## src/rtl/jtframe_frame_dump.sv

```systemverilog
// jtframe_frame_dump: video capture block for simulation and on-FPGA debug.
//
// Counts frames from VS leading edges. It selects a window of NFRAMES frames
// starting at frame START. Every visible pixel in that window is packed as
// {sof, sol, red, green, blue} and buffered in a FIFO with a valid/ready output.
//
// Ports:
//   clk, rst_n        single clock, synchronous active-low reset
//   pxl_cen           pixel clock enable
//   HS, VS, de        syncs (active level HSPOL/VSPOL) and display enable
//   red/green/blue    COLORW-bit colour channels
//   frame_cnt         VS leading edges seen since reset
//   dump_active       current frame lies inside the capture window
//   dout/dout_valid   registered FIFO head; popped when dout_ready is high
//   overflow          sticky, set when a pixel was dropped on a full FIFO
//   done              sticky, window passed and FIFO drained
//
// Optional feature (macro JTFRAME_FRAME_DUMP_CRC_EN): adds crc/crc_valid,
// a CRC-16/CCITT (0x1021, init 0xFFFF) of the pushed RGB words of each frame.
// crc_valid pulses on the VS leading edge that ends a frame in the window.

module jtframe_frame_dump #(
    parameter int unsigned COLORW  = 4,
    parameter int unsigned START   = 0,
    parameter int unsigned NFRAMES = 1,
    parameter int unsigned DEPTH   = 16,
    parameter bit          HSPOL   = 1'b0,
    parameter bit          VSPOL   = 1'b0
) (
    input  logic                  clk,
    input  logic                  rst_n,
    input  logic                  pxl_cen,
    input  logic                  HS,
    input  logic                  VS,
    input  logic                  de,
    input  logic [COLORW-1:0]     red,
    input  logic [COLORW-1:0]     green,
    input  logic [COLORW-1:0]     blue,
    output logic [31:0]           frame_cnt,
    output logic                  dump_active,
    output logic [3*COLORW+1:0]   dout,
    output logic                  dout_valid,
    input  logic                  dout_ready,
    output logic                  overflow,
    output logic                  done
`ifdef JTFRAME_FRAME_DUMP_CRC_EN
    ,
    output logic [15:0]           crc,
    output logic                  crc_valid
`endif
);

    localparam int unsigned DW = 3 * COLORW + 2;
    localparam int unsigned AW = $clog2(DEPTH);
    localparam int unsigned CW = AW + 1;
    localparam logic [32:0] WIN_LO = 33'(START);
    localparam logic [32:0] WIN_NF = 33'(NFRAMES);
    localparam logic [32:0] WIN_HI = 33'(START) + 33'(NFRAMES);

    // Sync edge detection: two register stages, edge flag is high one cycle
    // after the input changes.
    logic vs_q, vs_qq, hs_q, hs_qq;
    logic vs_edge, hs_edge;

    logic [31:0]   frame_cnt_q, frame_cnt_d;
    logic          sof_pend_q, sof_pend_d;
    logic          sol_pend_q, sol_pend_d;
    logic          push;
    logic [DW-1:0] push_word;
    logic [32:0]   cnt33;
    logic          past_win;

    // FIFO storage and the registered output stage
    logic [DW-1:0] mem [DEPTH];
    logic [AW-1:0] wr_ptr_q, wr_ptr_d;
    logic [AW-1:0] rd_ptr_q, rd_ptr_d;
    logic [CW-1:0] count_q, count_d;
    logic [CW-1:0] occupancy;
    logic [DW-1:0] dout_q, dout_d;
    logic          dout_valid_q, dout_valid_d;
    logic          overflow_q, overflow_d;
    logic          done_q, done_d;
    logic          pop, full, wr_en, load;

    assign vs_edge = (vs_q == VSPOL) && (vs_qq != VSPOL);
    assign hs_edge = (hs_q == HSPOL) && (hs_qq != HSPOL);

    // Window compare in 33 bits. When cnt33 < WIN_LO the subtraction wraps to
    // at least 2^32, which always exceeds NFRAMES, so one compare covers both ends.
    assign cnt33       = {1'b0, frame_cnt_q};
    assign dump_active = (cnt33 - WIN_LO) < WIN_NF;
    assign past_win    = cnt33 >= WIN_HI;

    assign push      = pxl_cen && de && dump_active;
    assign push_word = {sof_pend_q, sol_pend_q, red, green, blue};

    // The output register counts as one FIFO entry.
    assign occupancy = count_q + CW'(dout_valid_q);
    assign full      = occupancy == CW'(DEPTH);
    assign pop       = dout_valid_q && dout_ready;
    assign wr_en     = push && (!full || pop);
    assign load      = (count_q != '0) && (!dout_valid_q || pop);

    always_comb begin
        frame_cnt_d  = frame_cnt_q;
        sof_pend_d   = sof_pend_q;
        sol_pend_d   = sol_pend_q;
        wr_ptr_d     = wr_ptr_q;
        rd_ptr_d     = rd_ptr_q;
        count_d      = count_q;
        dout_d       = dout_q;
        dout_valid_d = dout_valid_q;
        overflow_d   = overflow_q;
        done_d       = done_q;

        if (vs_edge) frame_cnt_d = frame_cnt_q + 32'd1;

        // A sync edge arms the flag even if a pixel is pushed in the same
        // cycle; that pixel still belongs to the previous frame or line.
        if (push)    sof_pend_d = 1'b0;
        if (vs_edge) sof_pend_d = 1'b1;
        if (push)    sol_pend_d = 1'b0;
        if (hs_edge) sol_pend_d = 1'b1;

        if (wr_en) wr_ptr_d = wr_ptr_q + AW'(1);
        if (load)  rd_ptr_d = rd_ptr_q + AW'(1);
        count_d = count_q + CW'(wr_en) - CW'(load);

        if (load) begin
            dout_d       = mem[rd_ptr_q];
            dout_valid_d = 1'b1;
        end else if (pop) begin
            dout_valid_d = 1'b0;
        end

        if (push && full && !pop) overflow_d = 1'b1;
        if (past_win && (count_q == '0) && !dout_valid_q) done_d = 1'b1;
    end

    always_ff @(posedge clk) begin
        if (!rst_n) begin
            vs_q         <= !VSPOL;
            vs_qq        <= !VSPOL;
            hs_q         <= !HSPOL;
            hs_qq        <= !HSPOL;
            frame_cnt_q  <= '0;
            sof_pend_q   <= 1'b0;
            sol_pend_q   <= 1'b0;
            wr_ptr_q     <= '0;
            rd_ptr_q     <= '0;
            count_q      <= '0;
            dout_q       <= '0;
            dout_valid_q <= 1'b0;
            overflow_q   <= 1'b0;
            done_q       <= 1'b0;
        end else begin
            vs_q         <= VS;
            vs_qq        <= vs_q;
            hs_q         <= HS;
            hs_qq        <= hs_q;
            frame_cnt_q  <= frame_cnt_d;
            sof_pend_q   <= sof_pend_d;
            sol_pend_q   <= sol_pend_d;
            wr_ptr_q     <= wr_ptr_d;
            rd_ptr_q     <= rd_ptr_d;
            count_q      <= count_d;
            dout_q       <= dout_d;
            dout_valid_q <= dout_valid_d;
            overflow_q   <= overflow_d;
            done_q       <= done_d;
        end
    end

    // Storage needs no reset; the pointers and count define what is valid.
    always_ff @(posedge clk) begin
        if (wr_en) mem[wr_ptr_q] <= push_word;
    end

    assign frame_cnt  = frame_cnt_q;
    assign dout       = dout_q;
    assign dout_valid = dout_valid_q;
    assign overflow   = overflow_q;
    assign done       = done_q;

`ifdef JTFRAME_FRAME_DUMP_CRC_EN
    logic [15:0] crc_acc_q, crc_acc_d;
    logic [15:0] crc_q, crc_d;
    logic        crc_valid_q, crc_valid_d;

    // Bit-serial CCITT update, MSB of {red, green, blue} first.
    function automatic logic [15:0] crc_step(input logic [15:0]         c,
                                             input logic [3*COLORW-1:0] d);
        logic [15:0] r;
        r = c;
        for (int i = 3 * COLORW - 1; i >= 0; i--) begin
            r = {r[14:0], 1'b0} ^ ((r[15] ^ d[i]) ? 16'h1021 : 16'h0000);
        end
        return r;
    endfunction

    always_comb begin
        crc_acc_d   = crc_acc_q;
        crc_d       = crc_q;
        crc_valid_d = 1'b0;
        // Computed on every push, so dropped pixels are still covered.
        if (push) begin
            crc_acc_d = crc_step(sof_pend_q ? 16'hFFFF : crc_acc_q, {red, green, blue});
        end
        // Pre-update dump_active covers frames inside the window and the one
        // just leaving it, but not the edge that enters the window.
        if (vs_edge && dump_active) begin
            crc_valid_d = 1'b1;
            crc_d       = crc_acc_d;
        end
    end

    always_ff @(posedge clk) begin
        if (!rst_n) begin
            crc_acc_q   <= 16'hFFFF;
            crc_q       <= '0;
            crc_valid_q <= 1'b0;
        end else begin
            crc_acc_q   <= crc_acc_d;
            crc_q       <= crc_d;
            crc_valid_q <= crc_valid_d;
        end
    end

    assign crc       = crc_q;
    assign crc_valid = crc_valid_q;
`endif

endmodule

```

## config.mk

```make
export PLATFORM = sky130hd
export DESIGN_NAME = jtframe_frame_dump
export DESIGN_NICKNAME = d
export VERILOG_FILES = /design/src/rtl/jtframe_frame_dump.sv
export SDC_FILE = /design/constraint.sdc
export NUM_CORES = 1
export LEC_CHECK = 0
export CORE_MARGIN = 2
export CORE_UTILIZATION = 53
export DETAILED_ROUTE_END_ITERATION = 12
export PLACE_DENSITY = 0.79
export SETUP_SLACK_MARGIN = 0.1
export SLEW_MARGIN = 10
export SYNTH_ARGS = -nofsm -noshare
export SYNTH_HDL_FRONTEND = slang
export SYNTH_SLANG_ARGS = --single-unit
```

## constraint.sdc

```tcl
create_clock -name clk -period 3.7 [get_ports clk]
set_input_delay 0.37 -clock clk [delete_from_list [all_inputs] [get_ports clk]]
set_output_delay 0.37 -clock clk [all_outputs]
set_load 0.03 [all_outputs]
```

* Yosys cells after proc, flatten, opt, wreduce, memory -nomap -nowiden
Memory sizes are Yosys's and may differ from the RTL's. A register that Yosys moved wholly into a read port is not among the register bits.
Cells that the tools add are included.
** Word-level totals
- Flip-flop bits (word level) :: 54
- Memory bits (writable) :: 224
- Input bits :: 19
- Output and inout port bits :: 50
- Word-level logic and storage cells :: 54
- Memories kept :: 1
** Cells by class
- $add $sub $neg :: 6
- $lt $le $gt $ge :: 2
- Equal/unequal tests :: 1
- Muxes and demuxes :: 7
- Bitwise gates (word level) :: 2
- Reduce and logical (&&, ||, !) cells :: 22
** Memories
- mem :: words 16, bits a word 14, read ports 1, clocked after Yosys merged registers in 1, write ports 1, line 74 : logic [DW-1:0] mem [DEPTH];
** Operator list (number)
- adder 32 x 1 -> 32 bit (second input constant) :: 1
- greater-or-equal comparator 32 x 1 -> 1 bit (second input constant) :: 1
- less-than comparator 32 x 1 -> 1 bit (second input constant) :: 1
- logical AND 1 bit :: 11
- adder 5 x 1 -> 5 bit :: 2
- adder 4 x 1 -> 4 bit (second input constant) :: 2
- two-way mux 1 bit :: 7
- nonzero test 2 bit :: 3
- equality test 5 bit (second input constant) :: 1
- logical NOT 5 bit :: 1
- nonzero test 5 bit :: 1
- subtractor 5 x 1 -> 5 bit :: 1
- logical NOT 1 bit :: 4
- logical OR 1 bit :: 2
- NOT 1 bit :: 2

* Depth between registers and ports, before layout
- Depth after elaboration :: 7
- Gate-level depth with buffers :: 17
- Gate-level depth less buffers :: 15

* Worst setup path after synthesis
Ideal clock, no wire load.
- Kind :: reg-to-reg
- Start point :: register frame_cnt_q[1], in the netlist frame_cnt[1]
- End point :: register count_q[4]
- Library setup time :: 0.070 ns
- Data arrival time :: 3.648 ns
- Data required time :: 3.630 ns
- Setup slack :: -0.018 ns
- Cell stages (with the launch flop) :: 18
- Buffers on the path :: 2
- Clock period less this slack :: 3.718 ns
- Cell sequence :: dfxtp_1 inv_1 ha_1 nor4b_1 nand4_1 or4_1 buf_2 nor2_2 buf_2 inv_1 ha_1 inv_1 ha_1 fa_1 a21oi_1 nor2_1 or3_1 a21oi_1
** Between the ends
- Cells in the longest elaborated chain, start to end :: 5
** Ends and longest elaborated chain
- start, declared :: line 65 : logic [31:0] frame_cnt_q, frame_cnt_d;
- start signal, assigned :: line 161 : frame_cnt_q <= frame_cnt_d;
- less-than comparator 32 x 1 -> 1 bit :: line 91 : assign dump_active = (cnt33 - WIN_LO) < WIN_NF;
- logical AND 1 bit :: line 94 : assign push = pxl_cen && de && dump_active;
- logical AND 1 bit :: line 101 : assign wr_en = push && (!full || pop);
- adder 5 x 1 -> 5 bit :: line 127 : count_d = count_q + CW'(wr_en) - CW'(load);
- subtractor 5 x 1 -> 5 bit :: line 127
- end signal, assigned :: line 166 : count_q <= count_d;
- end, declared :: line 77 : logic [CW-1:0] count_q, count_d;
No other way between the ends.
A chain may end at the register's enable or synchronous reset.

* Worst setup path after layout
- Start point :: register frame_cnt_q[24], in the netlist frame_cnt[24]
- End point :: register count_q[4]
Same word-level chain as after synthesis.

==> insert_results.sql <==
INSERT INTO impl_metrics (metric_group, metric, value, unit) VALUES
('run_status', 'outcome', 'finished clean', ''),
('yosys', 'synthCells', '714', ''),
('sta', 'finalCriticalPeriod', '3.40', 'ns'),
('cells_and_area', 'drive_above_1_share', '16.9', '%'),
('cells_and_area', 'area_growth', '18.3', '%'),
('cts', 'cts_root_buf', 'sky130_fd_sc_hd__clkbuf_16', ''),
('sta', 'timing_max_transition_violations_final', '0', ''),
('cts', 'cts_tree', 'done', ''),
('cts', 'path_clk_slew', '0.06', 'ns'),
('sta', 'final_critical_path_setup_slack', '0.303', 'ns'),
('cts', 'clock_tree.buffer_depth', '3', ''),
('yosys', 'number_of_library_cell_types_mapped_by_synthesis', '41', ''),
('worst_setup_path', 'worst_setup_path_end_kind', 'flop', ''),
('worst_setup_path', 'worstReg2RegEnd', 'count_q[4]', ''),
('placement', 'buffer_ports.inserted', '68', ''),
('power', 'proportion_of_total_power_due_to_net_switching', '27.6', '%'),
('power', 'power.internal', '6.36', 'mW'),
('yosys', 'synth-edff-count', '224', ''),
('worst_hold_path', 'hold_path.class', 'in2reg', ''),
('cts', 'cts-hold-fix-buffers', '0', ''),
('drt', 'route.detailed.wl_per_inst', '23.5', 'um'),
('drt', 'ant_nets_after_route', '0', ''),
('power', 'p_leak', '4.51', 'nW'),
('floorplanning', 'dieHeight', '152', 'um'),
('cts', 'cts_made_buffers', '29', ''),
('grt', 'initial_antenna_violation_count', '1', ''),
('worst_setup_path', 'cp_data_arrival_time', '3.86', 'ns'),
('sta', 'skew', '0.0294', 'ns'),
('sta', 'min_period_over_period', '91.8', '%'),
('grt', 'largest_net_degree_at_the_start_of_global_routing', '61', ''),
('power', 'design_power_total', '8.79', 'mW'),
('yosys', 'synth.yosys.seq_area_share', '69.6', '%'),
('placement', 'dp_slack', '0.0449', 'ns'),
('power', 'ir_drop', '0.341', 'mV'),
('cells_and_area', 'finalNonFillerCells', '1111', ''),
('worst_setup_path', 'r2r-start', 'frame_cnt[24]', ''),
('worst_setup_path', 'crit_required', '4.17', 'ns'),
('placement', 'placed_cells', '1054', ''),
('grt', 'first_pass_grt_wire_length', '40.3', 'mm'),
('yosys', 'synth_area_per_cell', '16.3', 'um^2'),
('grt', 'grt_remaining_overflow', '0', ''),
('worst_hold_path', 'hold_path_depth', '2', ''),
('drt', 'dr_total_vias', '6699', ''),
('power', 'seqPwrFrac', '44.8', '%'),
('sta', 'rsz0062_at_grt', 'no', ''),
('power', 'clock_power_share', '33.4', '%'),
('cts', 'clkLatencyLatePin', '0.57', 'ns'),
('yosys', 'synth.largest_area_cell', 'sky130_fd_sc_hd__edfxtp_1', ''),
('worst_setup_path', 'critPathSlowestCell', 'sky130_fd_sc_hd__or4_4', ''),
('yosys', 'synth-warning-count', '0', ''),
('cts', 'cts_max_level', '1', ''),
('drt', 'drc', '0', ''),
('sta', 'setup_viol', '0', ''),
('grt', 'groute.usage.overall', '22.5', '%'),
('worst_setup_path', 'worst_setup_path_startpoint', 'frame_cnt[24]', ''),
('yosys', 'mappedNetlistArea', '11600', 'um^2'),
('floorplanning', 'placementRows', '54', ''),
('cts', 'numClockSinks', '292', ''),
('worst_setup_path', 'cp_max_fo', '8', ''),
('floorplanning', 'io_pins', '69', ''),
('worst_setup_path', 'cp_cell_sequence', 'nor4_1 > nand4_1 > or4_4 > nor2_4 > inv_1 > ha_1 > inv_1 > ha_1 > fa_2 > a21oi_1 > nor2_1 > or3_1 > a21oi_1', ''),
('floorplanning', 'initial_core_utilization', '53.6', '%'),
('yosys', 'async_flop_share', '0', '%'),
('yosys', 'syn_nets', '752', ''),
('sta', 'slew_headroom', '34.0', '%'),
('power', 'switching_power', '2.43', 'mW'),
('worst_hold_path', 'worstHoldEndpoint', 'hs_q', ''),
('cells_and_area', 'finalNetCount', '845', ''),
('worst_setup_path', 'timing.critical_path.slowest_cell_delay', '0.48', 'ns'),
('sta', 'tightest_slew', '0.981', 'ns'),
('worst_setup_path', 'critical_path.n_buffers_inverters', '2', '');
[layer usage]
layer  GRT usage [%]  vias up  part of all wire, %
li1                -     2983                    -
met1            29.0     3368                   39
met2            38.9      299                   51
met3            4.71       49                  7.9
met4            6.94        0                  2.6
met5               0        -                    0
[stage by stage]
stage | hold slack [ns] | cell area, um^2 | utilization [%]
3_3_place_gp | 0.424 | 12700 | 58.8
6_report | 0.401 | 13700 | 63.4
3_5_place_dp | 0.429 | 12700 | 58.8
4_1_cts | 0.378 | 13700 | 63.3
5_1_grt | 0.390 | 13700 | 63.4
2_1_floorplan | 0.412 | 11600 | -
[worst max path at each step]
| stage | to | slack (ns) | cells after the start |
|---|---|---|---|
| detailed placement | count_q[4] | 0.04 | 15 |
| global placement | count_q[4] | 0.24 | 15 |
| CTS | count_q[4] | 0.15 | 13 |
| global route | count_q[4] | 0.12 | 13 |
| finish | count_q[4] | 0.30 | 13 |
| floorplan | count_q[4] | 0.11 | 17 |
[kinds of logic (layout without fill, tap and decap cells)]
group	Yosys count	count (layout)	synth area share (%)
buffers and inverters	53	169	1.79
adder cells (fa/ha/maj)	19	19	2.11
AO/OA/AOI/OAI	71	71	3.65
multiplexers	72	72	12.2
other	0	1	0
XOR/XNOR	34	34	2.56
AND/OR/NAND/NOR	173	173	8.03
flip-flops	292	292	69.6
[power by group through the flow]
stage	logic (mW)	registers (mW)	clock network, mW
floorplan	1.31	3.98	0
global placement	1.84	4.00	0
detailed placement	1.91	4.01	0
CTS	1.93	3.94	2.98
global route	2.07	3.97	3.11
finish	1.92	3.94	2.93
[layout by cell type (no fill, tap or decap), types with 6 or more instances in the layout]
| master | Yosys | final |
|---|---|---|
| sky130_fd_sc_hd__a211oi_1 | 15 | 15 |
| sky130_fd_sc_hd__a21oi_1 | 15 | 15 |
| sky130_fd_sc_hd__and3_1 | 16 | 16 |
| sky130_fd_sc_hd__buf_4 | 0 | 29 |
| sky130_fd_sc_hd__clkbuf_16 | 0 | 29 |
| sky130_fd_sc_hd__clkdlybuf4s50_1 | 0 | 68 |
| sky130_fd_sc_hd__clkinv_1 | 1 | 7 |
| sky130_fd_sc_hd__clkinv_2 | 0 | 8 |
| sky130_fd_sc_hd__dfxtp_1 | 68 | 64 |
| sky130_fd_sc_hd__edfxtp_1 | 224 | 224 |
| sky130_fd_sc_hd__ha_1 | 18 | 18 |
| sky130_fd_sc_hd__inv_1 | 16 | 16 |
| sky130_fd_sc_hd__mux2i_1 | 16 | 16 |
| sky130_fd_sc_hd__mux4_2 | 56 | 56 |
| sky130_fd_sc_hd__nand2_1 | 10 | 10 |
| sky130_fd_sc_hd__nand2b_1 | 7 | 7 |
| sky130_fd_sc_hd__nand3_1 | 27 | 27 |
| sky130_fd_sc_hd__nand4_1 | 12 | 12 |
| sky130_fd_sc_hd__nor2_1 | 44 | 44 |
| sky130_fd_sc_hd__nor3_1 | 8 | 8 |
| sky130_fd_sc_hd__nor4_1 | 14 | 14 |
| sky130_fd_sc_hd__o21ai_0 | 22 | 22 |
| sky130_fd_sc_hd__o22ai_1 | 14 | 14 |
| sky130_fd_sc_hd__or3_1 | 6 | 6 |
| sky130_fd_sc_hd__xnor2_1 | 20 | 20 |
| sky130_fd_sc_hd__xor2_1 | 14 | 14 |
[repair_timing]
action / CTS / global route
resized for setup: 2 / 2
setup endpoints to repair: 1 / 1
pin swaps: 1 / 3
buffers inserted: 1 / 1
[synth_stat cells, drive strengths merged (2+ instances only)]
library cell,n
a211oi,15
buf,12
mux4,56
nand4,12
nor2b,5
or4,5
nand3,27
and2,5
nand4b,2
xor2,14
o22ai,14
and3,16
clkbuf,24
edfxtp,224
a21oi,15
nor2,45
or2,2
or3,6
nor3b,2
nor4,14
nor4b,2
nor3,8
inv,16
nand2b,7
dfxtp,68
nand2,10
xnor2,20
o21ai,22
and4,4
mux2i,16
ha,18
[registers in the layout, indices dropped and copies added, names as in the netlist, 4 cells and up]
register,flops
dout,14
mem,224
count_q,5
frame_cnt,32
rd_ptr_q,4
wr_ptr_q,4
[final cells by class]
class                      count  area (um^2)
fill                        1503         7950
timing repair buffer          98          918
clock inverter                20          211
antenna                        1         2.50
multi-input combinational    369         3360
sequential                   292         8100
clock buffer                  34          744
tap                          280          350
inverter                      17         63.8
(Power assumes the default switching activity.)
